[src/rtl/logic_unit_pkg.sv]
// Shared types and constants for the logic unit family.
package logic_unit_pkg;

  localparam int unsigned OP_W = 3;

  typedef enum logic [OP_W-1:0] {
    OP_AND  = 3'd0,
    OP_OR   = 3'd1,
    OP_NOT  = 3'd2,
    OP_XOR  = 3'd3,
    OP_NAND = 3'd4,
    OP_NOR  = 3'd5,
    OP_XNOR = 3'd6,
    OP_PASS = 3'd7
  } op_e;

endpackage

[src/rtl/logic_unit_pipe_if.sv]
// Operand/result stream and counter bundle for logic_unit_pipe.
interface logic_unit_pipe_if #(
  parameter int unsigned WIDTH = 8,
  parameter int unsigned CNT_W = 16
) ();
  import logic_unit_pkg::*;

  logic             in_valid;
  logic             in_ready;
  op_e              in_op;
  logic [WIDTH-1:0] in_a;
  logic [WIDTH-1:0] in_b;
  logic [WIDTH-1:0] in_c;
  logic             out_valid;
  logic             out_ready;
  logic [WIDTH-1:0] out_result;
  logic             out_zero;
  logic             out_parity;
  logic             clr;
  logic [CNT_W-1:0] done_count;

  // Source / consumer side.
  modport master (
    output in_valid, in_op, in_a, in_b, in_c, out_ready, clr,
    input  in_ready, out_valid, out_result, out_zero, out_parity, done_count
  );

  // Pipeline side.
  modport slave (
    input  in_valid, in_op, in_a, in_b, in_c, out_ready, clr,
    output in_ready, out_valid, out_result, out_zero, out_parity, done_count
  );

endinterface

[src/rtl/logic_unit_core.sv]
// Combinational bitwise operator with zero and parity flags.
module logic_unit_core
  import logic_unit_pkg::*;
#(
  parameter int unsigned WIDTH = 8
) (
  input  op_e              op,
  input  logic [WIDTH-1:0] a,
  input  logic [WIDTH-1:0] b,
  input  logic [WIDTH-1:0] c,
  output logic [WIDTH-1:0] result,
  output logic             zero,
  output logic             parity
);

  // Operation select; NOT is the only op that reads c.
  always_comb begin
    result = '0;
    case (op)
      OP_AND:  result = a & b;
      OP_OR:   result = a | b;
      OP_NOT:  result = ~c;
      OP_XOR:  result = a ^ b;
      OP_NAND: result = ~(a & b);
      OP_NOR:  result = ~(a | b);
      OP_XNOR: result = ~(a ^ b);
      OP_PASS: result = a;
      default: result = '0;
    endcase
  end

  assign zero   = (result == '0);
  assign parity = ^result;

endmodule

[src/rtl/logic_unit_pipe.sv]
// Two-stage valid/ready bitwise operator pipe with saturating completion counter.
module logic_unit_pipe
  import logic_unit_pkg::*;
#(
  parameter int unsigned WIDTH = 8,
  parameter int unsigned CNT_W = 16
) (
  input logic              clk,
  input logic              rst,
  logic_unit_pipe_if.slave bus
);

  logic             s1_valid;
  op_e              s1_op;
  logic [WIDTH-1:0] s1_a;
  logic [WIDTH-1:0] s1_b;
  logic [WIDTH-1:0] s1_c;

  logic             s2_valid;
  logic [WIDTH-1:0] s2_result;
  logic             s2_zero;
  logic             s2_parity;

  logic [CNT_W-1:0] cnt;

  logic             s1_take;
  logic             s2_take;
  logic             out_hs;

  logic [WIDTH-1:0] core_result;
  logic             core_zero;
  logic             core_parity;

  // Each stage advances when it is empty or its successor is advancing.
  assign s2_take = !s2_valid || bus.out_ready;
  assign s1_take = !s1_valid || s2_take;
  assign out_hs  = s2_valid && bus.out_ready;

  assign bus.in_ready = s1_take;

  logic_unit_core #(.WIDTH(WIDTH)) u_core (
    .op     (s1_op),
    .a      (s1_a),
    .b      (s1_b),
    .c      (s1_c),
    .result (core_result),
    .zero   (core_zero),
    .parity (core_parity)
  );

  // Stage 1: capture operands on accept.
  always_ff @(posedge clk or posedge rst) begin
    if (rst) begin
      s1_valid <= 1'b0;
      s1_op    <= OP_AND;
      s1_a     <= '0;
      s1_b     <= '0;
      s1_c     <= '0;
    end else if (s1_take) begin
      s1_valid <= bus.in_valid;
      if (bus.in_valid) begin
        s1_op <= bus.in_op;
        s1_a  <= bus.in_a;
        s1_b  <= bus.in_b;
        s1_c  <= bus.in_c;
      end
    end
  end

  // Stage 2: register result and flags together so they stay consistent.
  always_ff @(posedge clk or posedge rst) begin
    if (rst) begin
      s2_valid  <= 1'b0;
      s2_result <= '0;
      s2_zero   <= 1'b1;
      s2_parity <= 1'b0;
    end else if (s2_take) begin
      s2_valid <= s1_valid;
      if (s1_valid) begin
        s2_result <= core_result;
        s2_zero   <= core_zero;
        s2_parity <= core_parity;
      end
    end
  end

  // Completion counter: clear wins, otherwise saturating increment per handshake.
  always_ff @(posedge clk or posedge rst) begin
    if (rst) begin
      cnt <= '0;
    end else if (bus.clr) begin
      cnt <= '0;
    end else if (out_hs && (cnt != {CNT_W{1'b1}})) begin
      cnt <= cnt + CNT_W'(1);
    end
  end

  assign bus.out_valid  = s2_valid;
  assign bus.out_result = s2_result;
  assign bus.out_zero   = s2_zero;
  assign bus.out_parity = s2_parity;
  assign bus.done_count = cnt;

endmodule
[src/flat_wrapper.sv]
// flat-port wrapper written by rule: the top's interface ports become plain ports
module logic_unit_pipe_flat import logic_unit_pkg::*;
#(
  parameter int unsigned WIDTH = 8,
  parameter int unsigned CNT_W = 16
)
  (clk, rst, bus_in_valid, bus_in_op, bus_in_a, bus_in_b, bus_in_c, bus_out_ready, bus_clr, bus_in_ready, bus_out_valid, bus_out_result, bus_out_zero, bus_out_parity, bus_done_count);
  logic_unit_pipe_if #(.WIDTH(WIDTH), .CNT_W(CNT_W)) bus_i ();
  input logic clk;
  input logic rst;
  input wire logic [$bits(bus_i.in_valid)-1:0] bus_in_valid;
  input wire logic [$bits(bus_i.in_op)-1:0] bus_in_op;
  input wire logic [$bits(bus_i.in_a)-1:0] bus_in_a;
  input wire logic [$bits(bus_i.in_b)-1:0] bus_in_b;
  input wire logic [$bits(bus_i.in_c)-1:0] bus_in_c;
  input wire logic [$bits(bus_i.out_ready)-1:0] bus_out_ready;
  input wire logic [$bits(bus_i.clr)-1:0] bus_clr;
  output wire logic [$bits(bus_i.in_ready)-1:0] bus_in_ready;
  output wire logic [$bits(bus_i.out_valid)-1:0] bus_out_valid;
  output wire logic [$bits(bus_i.out_result)-1:0] bus_out_result;
  output wire logic [$bits(bus_i.out_zero)-1:0] bus_out_zero;
  output wire logic [$bits(bus_i.out_parity)-1:0] bus_out_parity;
  output wire logic [$bits(bus_i.done_count)-1:0] bus_done_count;
  assign bus_i.in_valid = bus_in_valid;
  assign bus_i.in_op = bus_in_op;
  assign bus_i.in_a = bus_in_a;
  assign bus_i.in_b = bus_in_b;
  assign bus_i.in_c = bus_in_c;
  assign bus_i.out_ready = bus_out_ready;
  assign bus_i.clr = bus_clr;
  assign bus_in_ready = bus_i.in_ready;
  assign bus_out_valid = bus_i.out_valid;
  assign bus_out_result = bus_i.out_result;
  assign bus_out_zero = bus_i.out_zero;
  assign bus_out_parity = bus_i.out_parity;
  assign bus_done_count = bus_i.done_count;
  logic_unit_pipe #(.WIDTH(WIDTH), .CNT_W(CNT_W)) u_core (.clk(clk), .rst(rst), .bus(bus_i));
endmodule
[config.mk]
export PLATFORM = sky130hd
export DESIGN_NAME = logic_unit_pipe_flat
export DESIGN_NICKNAME = d
export VERILOG_FILES = /design/src/rtl/logic_unit_pkg.sv /design/src/rtl/logic_unit_pipe_if.sv /design/src/rtl/logic_unit_core.sv /design/src/rtl/logic_unit_pipe.sv /design/src/flat_wrapper.sv
export SDC_FILE = /design/constraint.sdc
export NUM_CORES = 1
export LEC_CHECK = 0
export ABC_AREA = 1
export CAP_MARGIN = 20
export CORE_ASPECT_RATIO = 1.25
export CORE_MARGIN = 8
export CORE_UTILIZATION = 45
export DETAILED_ROUTE_END_ITERATION = 8
export PLACE_DENSITY = 0.7
export SETUP_SLACK_MARGIN = 0.02
export SLEW_MARGIN = 25
export SYNTH_ARGS = -nofsm -noshare
export SYNTH_HDL_FRONTEND = slang
export SYNTH_SLANG_ARGS = --single-unit
export TNS_END_PERCENT = 1
[constraint.sdc]
create_clock -name clk -period 4.75 [get_ports clk]
set_input_delay 1.425 -clock clk [delete_from_list [all_inputs] [get_ports clk]]
set_output_delay 1.425 -clock clk [all_outputs]
set_load 0.05 [all_outputs]
==> out/results.txt <==
Syn Area/Cell -> 7.285 µm²
most frequent CP cell -> clkdlybuf4s50_1
Post-CTS Hold Fix Bufs -> 0
number of routed nets with antenna violations -> 0
total core area -> 7269 µm²
pre-CTS worst setup slack -> 0.4402 ns
Area Growth Syn to Fin -> 22.96%
largest net degree at the start of global routing -> 47
Post-Synth XOR/XNOR Area -> 0.01841
unrepaired setup endpoints after global routing -> false
gpl congestion -> 0.8592
crit-path max FO -> 3
async set-reset flop share out of synthesis -> 1.000
Max VDD drop -> 0.2900 mV
Ports -> 60
initial antenna violation count -> 0
Die X -> 92.94 µm
Synth Warn # -> 0
Die Ht -> 112.2 µm
Final Hold Fails -> 0
vias -> 3104
FP Rows -> 35
final wirelength -> 8162 µm
critical path required time -> 3.32 ns
multi-input logic area -> 1674 µm²
Tmin final -> 4.302 ns
Hold WC Path Type -> reg -> reg
Post-synth EDFFs -> 0
slowest stage delay, CP -> 0.82 ns
crit path kind -> in -> out
drt initial violations -> 168
clk_skew -> 0.008721 ns
clk root buf -> clkbuf_8
most common cell after layout, fill and taps aside -> nand2_1
grt ovf -> 0
CTS resizes -> 0
Worst path top cell family by delay -> buffers and inverters
final worst slack -> 0.4478 ns
DR WL/cell -> 13.45 µm
Worst setup SP type -> primary input
vias in the first global route -> 3148
Worst slew margin -> 0.5326
CP Capture Type -> output pin
Post-CTS Setup Bufs -> 0
initial core utilization -> 0.4580
Setup TNS -> 0 ns
Clock Latency Late Sink -> 0.31 ns
Post-Synth Simple-Gate Area -> 0.3202
CTS H-tree depth -> 2
Synth Instances -> 457
Slew Viols, Final -> 0
Achievable Freq -> 0.2324 GHz
Residual DRC -> 0
Static Leak -> 0.002015 µW
Arr. time, crit path -> 2.88 ns
Clock transition at path regs -> 0.10 ns
Fillers -> 716
Crit-path slowest cell -> clkdlybuf4s50_1
Synth cell types -> 25
Buffers & Inverters on Critical Path -> 3
flip-flop and latch area -> 1378 µm²
TritonCTS Buffers -> 5
worst-margin pin slew -> 0.7001 ns
first-pass GRT wire length -> 14190 µm
CTS tree -> done
fin crit share -> 0.9057
DP HPWL -> 6107 µm
ant diodes -> 0
most frequent cells in the layout -> 125 x nand2_1, 68 x nor2_1, 59 x clkdlybuf4s50_1
Design Power -> 1516 µW
max cap viols -> 0
Total GRT Usage -> 0.1662
Mapped Nets -> 510
critical path, cell by cell -> clkdlybuf4s50_1, inv_1, nand3_1, clkdlybuf4s50_1
Mapped Area -> 3329 µm²
post-synthesis mux area share -> 0.003382
ys flop type -> dfrtp_1
complex-gate fraction of the synthesized area -> 0.08192
die area -> 10420 µm²
Synth Register Bits -> 55
nets -> 567
vias per cell -> 5.114
Final setup viols -> 0
port bufs -> 59
clk sinks -> 55
main combinational cell family by area after synthesis -> simple AND/OR/NAND/NOR gates
Synth Area in Adders -> 0.07892
router iterations before antenna repair -> 4
clock tree buffer depth -> 2
pwr dens -> 370.2 nW/µm²
status -> finished, final reports clean
Seq/Total Area, Yosys -> 0.4138
share of cells above drive strength 1 -> 0.05049
-- Yosys cell counts (4+ instances only) --
cell	n	share of area
a21oi_1	26	0.039
nor2_2	4	0.0075
nand3_1	24	0.036
nand2_1	125	0.14
o21ai_0	22	0.033
xor2_1	4	0.011
nand4_1	22	0.041
buf_2	6	0.0090
dfrtp_1	54	0.41
nor2_1	68	0.077
inv_1	56	0.063
ha_1	21	0.079
-- routing by layer --
layer  wire [µm]  vias to the layer above  part of all wire  GRT usage
li1            -                     1563                 -          -
met1        3319                     1453              0.41     0.1865
met2        4158                       74              0.51     0.2886
met3         452                       14             0.055    0.04272
met4         232                        0             0.028    0.06897
met5           0                        -                 0          0
-- tightest hold or removal path, cell delays in order, from the launching register on --
cell,delay (ns)
dfrtp_1,0.35
nand2_1,0.05
nand2_1,0.05
-- cells by family (layout without fill, tap and decap cells) --
logic type	Yosys count	after routing
compound gates	53	53
mux	1	1
simple gates	250	250
xor+xnor	7	7
flops	55	55
fa+ha+maj	21	21
buf+inv	70	128
-- area by class of cell --
cell class,count,area share
Clock buffer,8,0.02445
Inverter,59,0.05410
Multi-Input combinational cell,332,0.4089
Sequential cell,55,0.3365
Tap cell,92,0.02812
Timing Repair Buffer,61,0.1479
-- flip-flops by register name, summed over array words and instances (netlist names), 3 cells and up --
name	flops
u_core.s1_b	8
u_core.bus.done_count	16
u_core.s1_op	3
u_core.s1_a	8
u_core.s1_c	8
u_core.bus.out_result	8
-- final timing paths --
path	from	end	slack, ns	cells after the start
min in group asynchronous	rst	u_core.s1_b[7]$_DFFE_PP0P_	1.54	2
min reg2reg	u_core.bus.out_result[6]$_DFFE_PP0P_	u_core.bus.out_result[6]$_DFFE_PP0P_	0.49	2
max	bus_out_ready	bus_in_ready	0.45	4
max in group asynchronous	rst	u_core.bus.out_zero$_DFFE_PP1P_	2.37	3
min	u_core.bus.out_result[6]$_DFFE_PP0P_	u_core.bus.out_result[6]$_DFFE_PP0P_	0.49	2
max reg2reg	u_core.s1_op[0]$_DFFE_PP0P_	u_core.bus.out_parity$_DFFE_PP0P_	2.15	11
-- per-stage QoR --
step	instance area, µm²	hold WS, ns	cells	utilization
2_1_floorplan	3329	0.4740	457	-
3_3_place_gp	3994	0.4654	599	0.5494
3_5_place_dp	3994	0.4705	599	0.5494
4_1_cts	4094	0.4954	607	0.5632
5_1_grt	4094	0.5134	607	0.5632
6_report	4094	0.4887	607	0.5632
-- report_power, final --
group          switching, µW  internal, µW
registers               52.0           543
clock network            152           134
logic                    405           230
Note: power is estimated with default switching activity, not from simulation.
